--- src/rtl/deserializer_if.sv ---
// Word-side bundle of the UART deserializer: the serial line in, the assembled
// word and its status strobes out.
interface deserializer_if #(
  parameter int BYTES = 4
);
  logic               rx_wire_in;
  logic [8*BYTES-1:0] data_out;
  logic               valid_out;
  logic               busy_out;
  logic               frame_err_out;
  logic               timeout_out;

  // master: the deserializer itself; slave: the line driver / word consumer
  modport master (
    input  rx_wire_in,
    output data_out, valid_out, busy_out, frame_err_out, timeout_out
  );
  modport slave (
    output rx_wire_in,
    input  data_out, valid_out, busy_out, frame_err_out, timeout_out
  );
endinterface

--- src/rtl/deserializer.sv ---
// 8N1 UART receiver that packs BYTES consecutive bytes (byte 0 in bits [7:0])
// into one word, with framing-error and inter-byte timeout reporting.
module deserializer #(
  parameter int BYTES            = 4,
  parameter int BAUD_RATE        = 9600,
  parameter int INPUT_CLOCK_FREQ = 100_000_000,
  parameter int TIMEOUT_BITS     = 20
) (
  input  logic           clk_in,
  input  logic           rst_n_in,
  deserializer_if.master bus
);
  localparam int PERIOD   = INPUT_CLOCK_FREQ / BAUD_RATE;
  localparam int HALF     = PERIOD / 2;
  localparam int CNT_W    = (PERIOD > 1) ? $clog2(PERIOD) : 1;
  localparam int TO_LIMIT = TIMEOUT_BITS * PERIOD;
  localparam int TO_W     = $clog2(TO_LIMIT + 1);
  localparam int IDX_W    = (BYTES > 1) ? $clog2(BYTES) : 1;
  localparam int WORD_W   = 8 * BYTES;

  localparam logic [CNT_W-1:0] HALF_M1   = CNT_W'(HALF - 1);
  localparam logic [CNT_W-1:0] PERIOD_M1 = CNT_W'(PERIOD - 1);
  localparam logic [TO_W-1:0]  TO_M1     = TO_W'(TO_LIMIT - 1);
  localparam logic [IDX_W-1:0] LAST_IDX  = IDX_W'(BYTES - 1);

  typedef enum logic [2:0] {
    S_IDLE, S_START, S_DATA, S_STOP, S_WAIT_HIGH
  } state_t;

  state_t            state_reg, state_next;
  logic              rx_meta_reg, rxs_reg;
  logic [CNT_W-1:0]  cnt_reg, cnt_next;
  logic [2:0]        bit_reg, bit_next;
  logic [7:0]        shift_reg, shift_next;
  logic [IDX_W-1:0]  idx_reg, idx_next;
  logic [WORD_W-1:0] word_reg, word_next;
  logic [WORD_W-1:0] data_reg, data_next;
  logic [TO_W-1:0]   to_reg, to_next;
  logic              valid_reg, valid_next;
  logic              busy_reg, busy_next;
  logic              ferr_reg, ferr_next;
  logic              tout_reg, tout_next;
  logic [BYTES-1:0]  lane_sel;

  generate
    for (genvar gi = 0; gi < BYTES; gi++) begin : g_lane
      assign lane_sel[gi] = (idx_reg == IDX_W'(gi));
    end
  endgenerate

  always_ff @(posedge clk_in) begin
    if (!rst_n_in) begin
      rx_meta_reg <= 1'b1;
      rxs_reg     <= 1'b1;
      state_reg   <= S_IDLE;
      cnt_reg     <= '0;
      bit_reg     <= '0;
      shift_reg   <= '0;
      idx_reg     <= '0;
      word_reg    <= '0;
      data_reg    <= '0;
      to_reg      <= '0;
      valid_reg   <= 1'b0;
      busy_reg    <= 1'b0;
      ferr_reg    <= 1'b0;
      tout_reg    <= 1'b0;
    end else begin
      rx_meta_reg <= bus.rx_wire_in;
      rxs_reg     <= rx_meta_reg;
      state_reg   <= state_next;
      cnt_reg     <= cnt_next;
      bit_reg     <= bit_next;
      shift_reg   <= shift_next;
      idx_reg     <= idx_next;
      word_reg    <= word_next;
      data_reg    <= data_next;
      to_reg      <= to_next;
      valid_reg   <= valid_next;
      busy_reg    <= busy_next;
      ferr_reg    <= ferr_next;
      tout_reg    <= tout_next;
    end
  end

  always_comb begin
    state_next = state_reg;
    cnt_next   = cnt_reg;
    bit_next   = bit_reg;
    shift_next = shift_reg;
    idx_next   = idx_reg;
    word_next  = word_reg;
    data_next  = data_reg;
    to_next    = to_reg;
    valid_next = 1'b0;
    ferr_next  = 1'b0;
    tout_next  = 1'b0;
    busy_next  = 1'b0;

    case (state_reg)
      S_IDLE: begin
        if (!rxs_reg) begin
          state_next = S_START;
          cnt_next   = '0;
        end
      end
      S_START: begin
        if (cnt_reg == HALF_M1) begin
          if (rxs_reg) begin
            state_next = S_IDLE;
          end else begin
            state_next = S_DATA;
            cnt_next   = '0;
            bit_next   = '0;
          end
        end else begin
          cnt_next = cnt_reg + 1'b1;
        end
      end
      S_DATA: begin
        if (cnt_reg == PERIOD_M1) begin
          cnt_next   = '0;
          shift_next = {rxs_reg, shift_reg[7:1]};
          if (bit_reg == 3'd7) state_next = S_STOP;
          else                 bit_next   = bit_reg + 3'd1;
        end else begin
          cnt_next = cnt_reg + 1'b1;
        end
      end
      S_STOP: begin
        if (cnt_reg == PERIOD_M1) begin
          cnt_next = '0;
          if (rxs_reg) begin
            state_next = S_IDLE;
            for (int i = 0; i < BYTES; i++) begin
              if (lane_sel[i]) word_next[8*i +: 8] = shift_reg;
            end
            if (idx_reg == LAST_IDX) begin
              data_next  = word_next;
              valid_next = 1'b1;
              idx_next   = '0;
              word_next  = '0;
            end else begin
              idx_next = idx_reg + 1'b1;
            end
          end else begin
            // Bad stop bit: drop the whole partial word and wait for the line to recover
            ferr_next  = 1'b1;
            idx_next   = '0;
            word_next  = '0;
            state_next = S_WAIT_HIGH;
          end
        end else begin
          cnt_next = cnt_reg + 1'b1;
        end
      end
      S_WAIT_HIGH: begin
        if (rxs_reg) state_next = S_IDLE;
      end
      default: state_next = S_IDLE;
    endcase

    // Inter-byte timeout; a start edge in the expiry cycle takes priority
    if (state_reg == S_IDLE && idx_reg != '0 && rxs_reg) begin
      if (to_reg == TO_M1) begin
        tout_next = 1'b1;
        idx_next  = '0;
        word_next = '0;
        to_next   = '0;
      end else begin
        to_next = to_reg + 1'b1;
      end
    end else begin
      to_next = '0;
    end

    busy_next = (state_next != S_IDLE) || (idx_next != '0);
  end

  assign bus.data_out      = data_reg;
  assign bus.valid_out     = valid_reg;
  assign bus.busy_out      = busy_reg;
  assign bus.frame_err_out = ferr_reg;
  assign bus.timeout_out   = tout_reg;
endmodule

--- src/flat_wrapper.sv ---
// flat-port wrapper written by rule: the top's interface ports become plain ports
module deserializer_flat 
#(
  parameter int BYTES            = 4,
  parameter int BAUD_RATE        = 9600,
  parameter int INPUT_CLOCK_FREQ = 100_000_000,
  parameter int TIMEOUT_BITS     = 20
)
  (clk_in, rst_n_in, bus_rx_wire_in, bus_data_out, bus_valid_out, bus_busy_out, bus_frame_err_out, bus_timeout_out);
  deserializer_if #(.BYTES(BYTES)) bus_i ();
  input  logic clk_in;
  input  logic rst_n_in;
  input wire logic [$bits(bus_i.rx_wire_in)-1:0] bus_rx_wire_in;
  output wire logic [$bits(bus_i.data_out)-1:0] bus_data_out;
  output wire logic [$bits(bus_i.valid_out)-1:0] bus_valid_out;
  output wire logic [$bits(bus_i.busy_out)-1:0] bus_busy_out;
  output wire logic [$bits(bus_i.frame_err_out)-1:0] bus_frame_err_out;
  output wire logic [$bits(bus_i.timeout_out)-1:0] bus_timeout_out;
  assign bus_i.rx_wire_in = bus_rx_wire_in;
  assign bus_data_out = bus_i.data_out;
  assign bus_valid_out = bus_i.valid_out;
  assign bus_busy_out = bus_i.busy_out;
  assign bus_frame_err_out = bus_i.frame_err_out;
  assign bus_timeout_out = bus_i.timeout_out;
  deserializer #(.BYTES(BYTES), .BAUD_RATE(BAUD_RATE), .INPUT_CLOCK_FREQ(INPUT_CLOCK_FREQ), .TIMEOUT_BITS(TIMEOUT_BITS)) u_core (.clk_in(clk_in), .rst_n_in(rst_n_in), .bus(bus_i));
endmodule
--- config.mk ---
export PLATFORM = sky130hd
export DESIGN_NAME = deserializer_flat
export DESIGN_NICKNAME = d
export VERILOG_FILES = /design/src/rtl/deserializer_if.sv /design/src/rtl/deserializer.sv /design/src/flat_wrapper.sv
export SDC_FILE = /design/constraint.sdc
export NUM_CORES = 1
export LEC_CHECK = 0
export BUFFER_PORTS_ARGS = -buffer_cell sky130_fd_sc_hd__buf_2
export CAP_MARGIN = 20
export CELL_PAD_IN_SITES_DETAIL_PLACEMENT = 1
export CELL_PAD_IN_SITES_GLOBAL_PLACEMENT = 2
export CORE_UTILIZATION = 35
export DETAILED_ROUTE_END_ITERATION = 10
export PLACE_DENSITY = 0.85
export RECOVER_POWER = 25
export SKIP_CTS_REPAIR_TIMING = 1
export SYNTH_ARGS = -nofsm -noshare
export SYNTH_HDL_FRONTEND = slang
export SYNTH_SLANG_ARGS = --single-unit
--- constraint.sdc ---
create_clock -name clk_in -period 3.7 [get_ports clk_in]
set_input_delay 0.185 -clock clk_in [delete_from_list [all_inputs] [get_ports clk_in]]
set_output_delay 0.185 -clock clk_in [all_outputs]
set_load 0.1 [all_outputs]
Word level (Yosys, flattened, before mapping)
Cells that the tools add are included.
- flip-flop bits (word level): 118
- bits of input ports: 3
- output and inout bits: 36
- word-level logic and storage cells: 90
- add/subtract/negate cells: 4
- eq/ne operators: 15
- multiplexer cells: 37
- bitwise logic cells: 2
- reduce and logical (&&, ||, !) cells: 18
- operator list (kind ; number):
    32-bit 2-to-1 mux ; 6
    14-bit 2-to-1 mux ; 3
    14-bit one-hot mux with 3 select lines ; 1
    3-bit 2-to-1 mux ; 11
    8-bit 2-to-1 mux ; 4
    18-bit by 1-bit adder with 18-bit output, second input constant ; 1
    18-bit == test, second input constant ; 1
    3-bit one-hot mux with 5 select lines ; 1
    14-bit by 1-bit adder with 14-bit output, second input constant ; 1
    14-bit by 13-bit == test with 1-bit output, second input constant ; 1
    14-bit == test, second input constant ; 1
    2-bit 2-to-1 mux ; 7
    4-bit AND reduction ; 2
    3-bit by 2-bit == test with 1-bit output, second input constant ; 2
    3-bit == test, second input constant ; 2
    3-bit one-hot mux with 2 select lines ; 1
    2-bit nonzero test ; 3
    3-bit nonzero test ; 2
    5-bit AND reduction ; 1
    2-bit == test, second input constant ; 2
    2-bit by 1-bit inequality test with 1-bit output, second input constant ; 2
    2-bit inequality test, second input constant ; 2
    2-bit AND reduction ; 2
    3-bit by 1-bit adder with 3-bit output, second input constant ; 1
    other kinds (12) ; 16

Logic depth before layout (Yosys ltp)
- depth in word-level cells: 9
- gate-level depth with buffers: 8
- gate-level depth less buffers: 6

Worst setup path after synthesis
Ideal clock, no wire load.
- path kind: register -> register
- start: register u_core.cnt_reg[0]
- end: register u_core.busy_reg, in the netlist u_core.bus.busy_out
- setup time: 0.120 ns
- arrival: 1.747 ns
- data required time: 3.580 ns
- setup slack: 1.833 ns
- cell stages (with the launch flop): 9
- path buffers: 2
- period minus slack after synthesis: 1.867 ns
- cell sequence: dfxtp_1 ha_1 and3_1 and4_4 buf_6 buf_6 a32oi_1 o211ai_1 a211o_1
- word-level cells in the longest chain between the ends: 7
- elaborated cells on any way between the ends: 13
- those cells by class: 2 x eq/ne; 8 x mux; 3 x reduce/logical
- ends and longest elaborated chain (element ; line ; source):
    start, declared ; deserializer.sv:32 ; logic [CNT_W-1:0] cnt_reg, cnt_next;
    start signal, assigned ; deserializer.sv:71 ; cnt_reg <= cnt_next;
    14-bit == test ; deserializer.sv:120, deserializer.sv:130 ;
    2-bit 2-to-1 mux ; deserializer.sv:130 ; if (cnt_reg == PERIOD_M1) begin
    2-bit 2-to-1 mux ; deserializer.sv:99 ; case (state_reg)
    2-bit 2-to-1 mux ; deserializer.sv:164 ; if (to_reg == TO_M1) begin
    2-bit 2-to-1 mux ; deserializer.sv:163 ; if (state_reg == S_IDLE && idx_reg != '0 && rxs_reg) begin
    2-bit nonzero test ; deserializer.sv:176 ; busy_next = (state_next != S_IDLE) || (idx_next != '0);
    1-bit logical OR * ; deserializer.sv:176 ;
    end signal, assigned ; deserializer.sv:79 ; busy_reg <= busy_next;
    end, declared ; deserializer.sv:40 ; logic busy_reg, busy_next;
Every way passes the cells marked *; elsewhere a longest branch is shown, timed or not.
A chain may end at the register's enable or synchronous reset.

Worst setup path in the final report
- start: register u_core.idx_reg[0]
- end: register u_core.busy_reg, in the netlist u_core.bus.busy_out
- word-level cells in the longest chain between the ends: 9
- elaborated cells on any way between the ends: 13
- those cells by class: 1 x add/sub; 1 x eq/ne; 6 x mux; 5 x reduce/logical
- ends and longest elaborated chain (element ; line ; source):
    start, declared ; deserializer.sv:35 ; logic [IDX_W-1:0] idx_reg, idx_next;
    start signal, assigned ; deserializer.sv:74 ; idx_reg <= idx_next;
    2-bit by 1-bit adder with 2-bit output / 2-bit == test (equally long branches) ; deserializer.sv:143, deserializer.sv:137 ;
    2-bit 2-to-1 mux ; deserializer.sv:137 ; if (idx_reg == LAST_IDX) begin
    2-bit 2-to-1 mux ; deserializer.sv:132 ; if (rxs_reg) begin
    2-bit 2-to-1 mux ; deserializer.sv:130 ;
    2-bit 2-to-1 mux ; deserializer.sv:99 ;
    2-bit 2-to-1 mux ; deserializer.sv:164 ;
    2-bit 2-to-1 mux * ; deserializer.sv:163 ;
    2-bit nonzero test * ; deserializer.sv:176 ;
    1-bit logical OR * ; deserializer.sv:176 ;
Marks and branches as above.

==> impl_metrics.ini <==
[run_status]
status = completed

[setup_path]
critical-path-top-delay-family = compound AO/OA/AOI/OAI gates
worst_ep_arrival_time_ns = 2.70
rrSetupSlack_ns = 1.24
critPathBufInv = 2
cp-start-kind = flop
crit_path_end_kind = flop
path_class = reg2reg
cp_max_fo = 27
max_stage_delay_ns = 0.48
cp.required_ns = 3.95
slowest_stage = nor4_1
crit_cells = 7
reg2reg_depth = 7
cp_cell_sequence = inv_1, ha_1, nor4_1, a41o_1, buf_4, a311oi_1, a211o_1

[cts]
clk_latency_ns = 0.35
cts_buffers = 9
cts_tree = yes
clock-sinks = 110
clockRootBuffer = clkbuf_16
clk_path_buf_depth = 2
h-tree-depth = 3
path_clk_slew_ns = 0.07

[global_routing]
overflow = 0
grt_pass1_wl_mm = 20.4
first_global_vias = 4030
antenna_found_initial = 0
grt_max_degree = 62
grt_util_all_layers_pct = 17.8

[drt]
drt_iter0_markers = 222
wirelength_mm = 12.3
vias_per_cell = 5.49
drc = 0
dr.pass1.iters = 4
wl_per_cell_um = 16.4
ant_nets = 0
via_count = 4112

[placement]
dp_hpwl_mm = 8.20
gp_congestion = 0.770
dpl_cell_area_sq_um = 5130
pre_cts_ws_ns = 1.27
portBuffers = 38

[floorplan]
ios = 39
die_width_um = 120
die_y_um = 120
core-area_sq_um = 13500
num_rows = 42
dieArea_sq_um = 14500
initial_core_util_pct = 36.4

[yosys]
yosys-top-cells-count = dfxtp_1 (110), nor2_1 (78), nand2_1 (40), nand3_1 (32), a21oi_1 (31)
syn_area_sq_um = 4900
synthTopCellsByArea = dfxtp_1 (45%), nor2_1 (6.0%), mux2i_1 (4.9%), a211oi_1 (4.0%), a22oi_1 (4.0%)
syn-num-nets = 572
synthArstFlopShare_pct = 0
synth.avg_cell_area_sq_um = 8.75
synth_most_common_cell = dfxtp_1
ys_ff_latch = 110
synth_cell_types = 50
synth_cells = 560
synth_top_area_share_pct = 45.0
yosysSeqAreaShare_pct = 45.0
synth_edf_count = 0
yosysWarningCount = 0
yosysTopAreaCell = dfxtp_1
synth_ff_type = dfxtp_1

[power]
p_total_mw = 2.24
peakVddDrop_mv = 0.240
powerDensity_nw_per_um2 = 415
p_leak_nw = 1.72

[finish]
fillers = 1605
largest_register_ffs = 32
fin_area_sq_um = 5390
antenna_cells = 0
drive_gt1_share_pct = 4.89
final_nets = 580
syn2layout_area_growth_pct = 9.96

[timing]
max_slew_margin_pct = 21.8
whs_ns = 0.0247
tns_ns = 0
setup_viol = 0
tightest_slew_ns = 1.18
setup_ws_ns = 1.24
fin_skew_ns = 0.00646
max_freq_mhz = 407
final-hold-violation-count = 0
post-route-min-period_ns = 2.46
rsz0062_at_grt = no
slew_violations = 0
fin_crit_sh_pct = 66.4

[worst_hold_path]
min_path_cells = 2
hold_class = in2reg

[run]
cap_violations = 0
==> worst register-to-register path: cells and delay by family, from the launching register on <==
kind | cells | cell delay (ns)
flops | 1 | 0.44
fa+ha+maj | 1 | 0.41
buf+inv | 2 | 0.41
compound gates | 3 | 0.61
simple gates | 1 | 0.48
==> final timing paths <==
check / startpoint / end
max reg2reg: u_core.idx_reg[0] / u_core.bus.busy_out
min reg2reg: u_core.rx_meta_reg / u_core.rxs_reg
min: bus_rx_wire_in / u_core.rx_meta_reg
max: u_core.idx_reg[0] / u_core.bus.busy_out
==> cell families (layout without fill, tap and decap cells) <==
family / after synthesis / count (layout) / share of synthesized area [%]
buffers and inverters: 52 / 65 / 4.90
AOI/OAI and AO/OA: 122 / 122 / 16.4
adders and majority gates: 9 / 9 / 2.30
and+or+nand+nor: 227 / 227 / 23.7
xor gates and xnor gates: 16 / 16 / 2.86
DFF: 110 / 110 / 45.0
muxes: 24 / 24 / 4.90
==> stage by stage <==
stage / std cells / utilization (%)
after floorplan: 560 / -
after global placement: 733 / 38.1
after detailed placement: 733 / 38.1
after CTS: 749 / 40.4
after global routing: 749 / 40.0
final: 749 / 40.0
==> layer usage <==
| metal | track usage, % | share of wire, % | wire length, um |
|---|---|---|---|
| met5 | 0 | 0 | 0 |
| met4 | 4.78 | 1.0 | 129 |
| met3 | 4.81 | 3.4 | 423 |
| met2 | 28.4 | 46 | 5710 |
| met1 | 23.7 | 49 | 6060 |
==> cell type report <==
type / count / area (sq um) / area share [%]
multi-input cells: 398 / 2460 / 45.7
flip-flops and latches: 110 / 2200 / 40.9
clock buffers: 11 / 243 / 4.51
well taps: 176 / 220 / 4.09
repair buffers: 42 / 176 / 3.28
clock inverters: 5 / 56.3 / 1.05
inverters: 7 / 26.3 / 0.488
==> power by group <==
group	leakage (nW)	total, mW	switching (mW)	internal, mW
Sequential	0.887	1.19	0.00709	1.19
Clock	0.146	0.985	0.441	0.544
Combinational	0.689	0.0561	0.0421	0.0140
==> layout by cell type, fill, tap and decap left out, types with 5 or more instances in the layout <==
| cell | instances |
|---|---|
| a211oi_1 | 26 |
| a21oi_1 | 31 |
| a22oi_1 | 26 |
| a31oi_1 | 8 |
| and3_1 | 6 |
| clkbuf_1 | 36 |
| clkbuf_16 | 9 |
| dfxtp_1 | 110 |
| ha_1 | 9 |
| inv_1 | 6 |
| mux2i_1 | 24 |
| nand2_1 | 40 |
| nand2b_1 | 11 |
| nand3_1 | 32 |
| nand4_1 | 13 |
| nor2_1 | 78 |
| nor3_1 | 5 |
| nor4_1 | 7 |
| o211ai_1 | 6 |
| o21ai_0 | 15 |
| or3_1 | 7 |
| xnor2_1 | 8 |
| xor2_1 | 8 |
No activity file was read; power rests on OpenSTA's default activity.
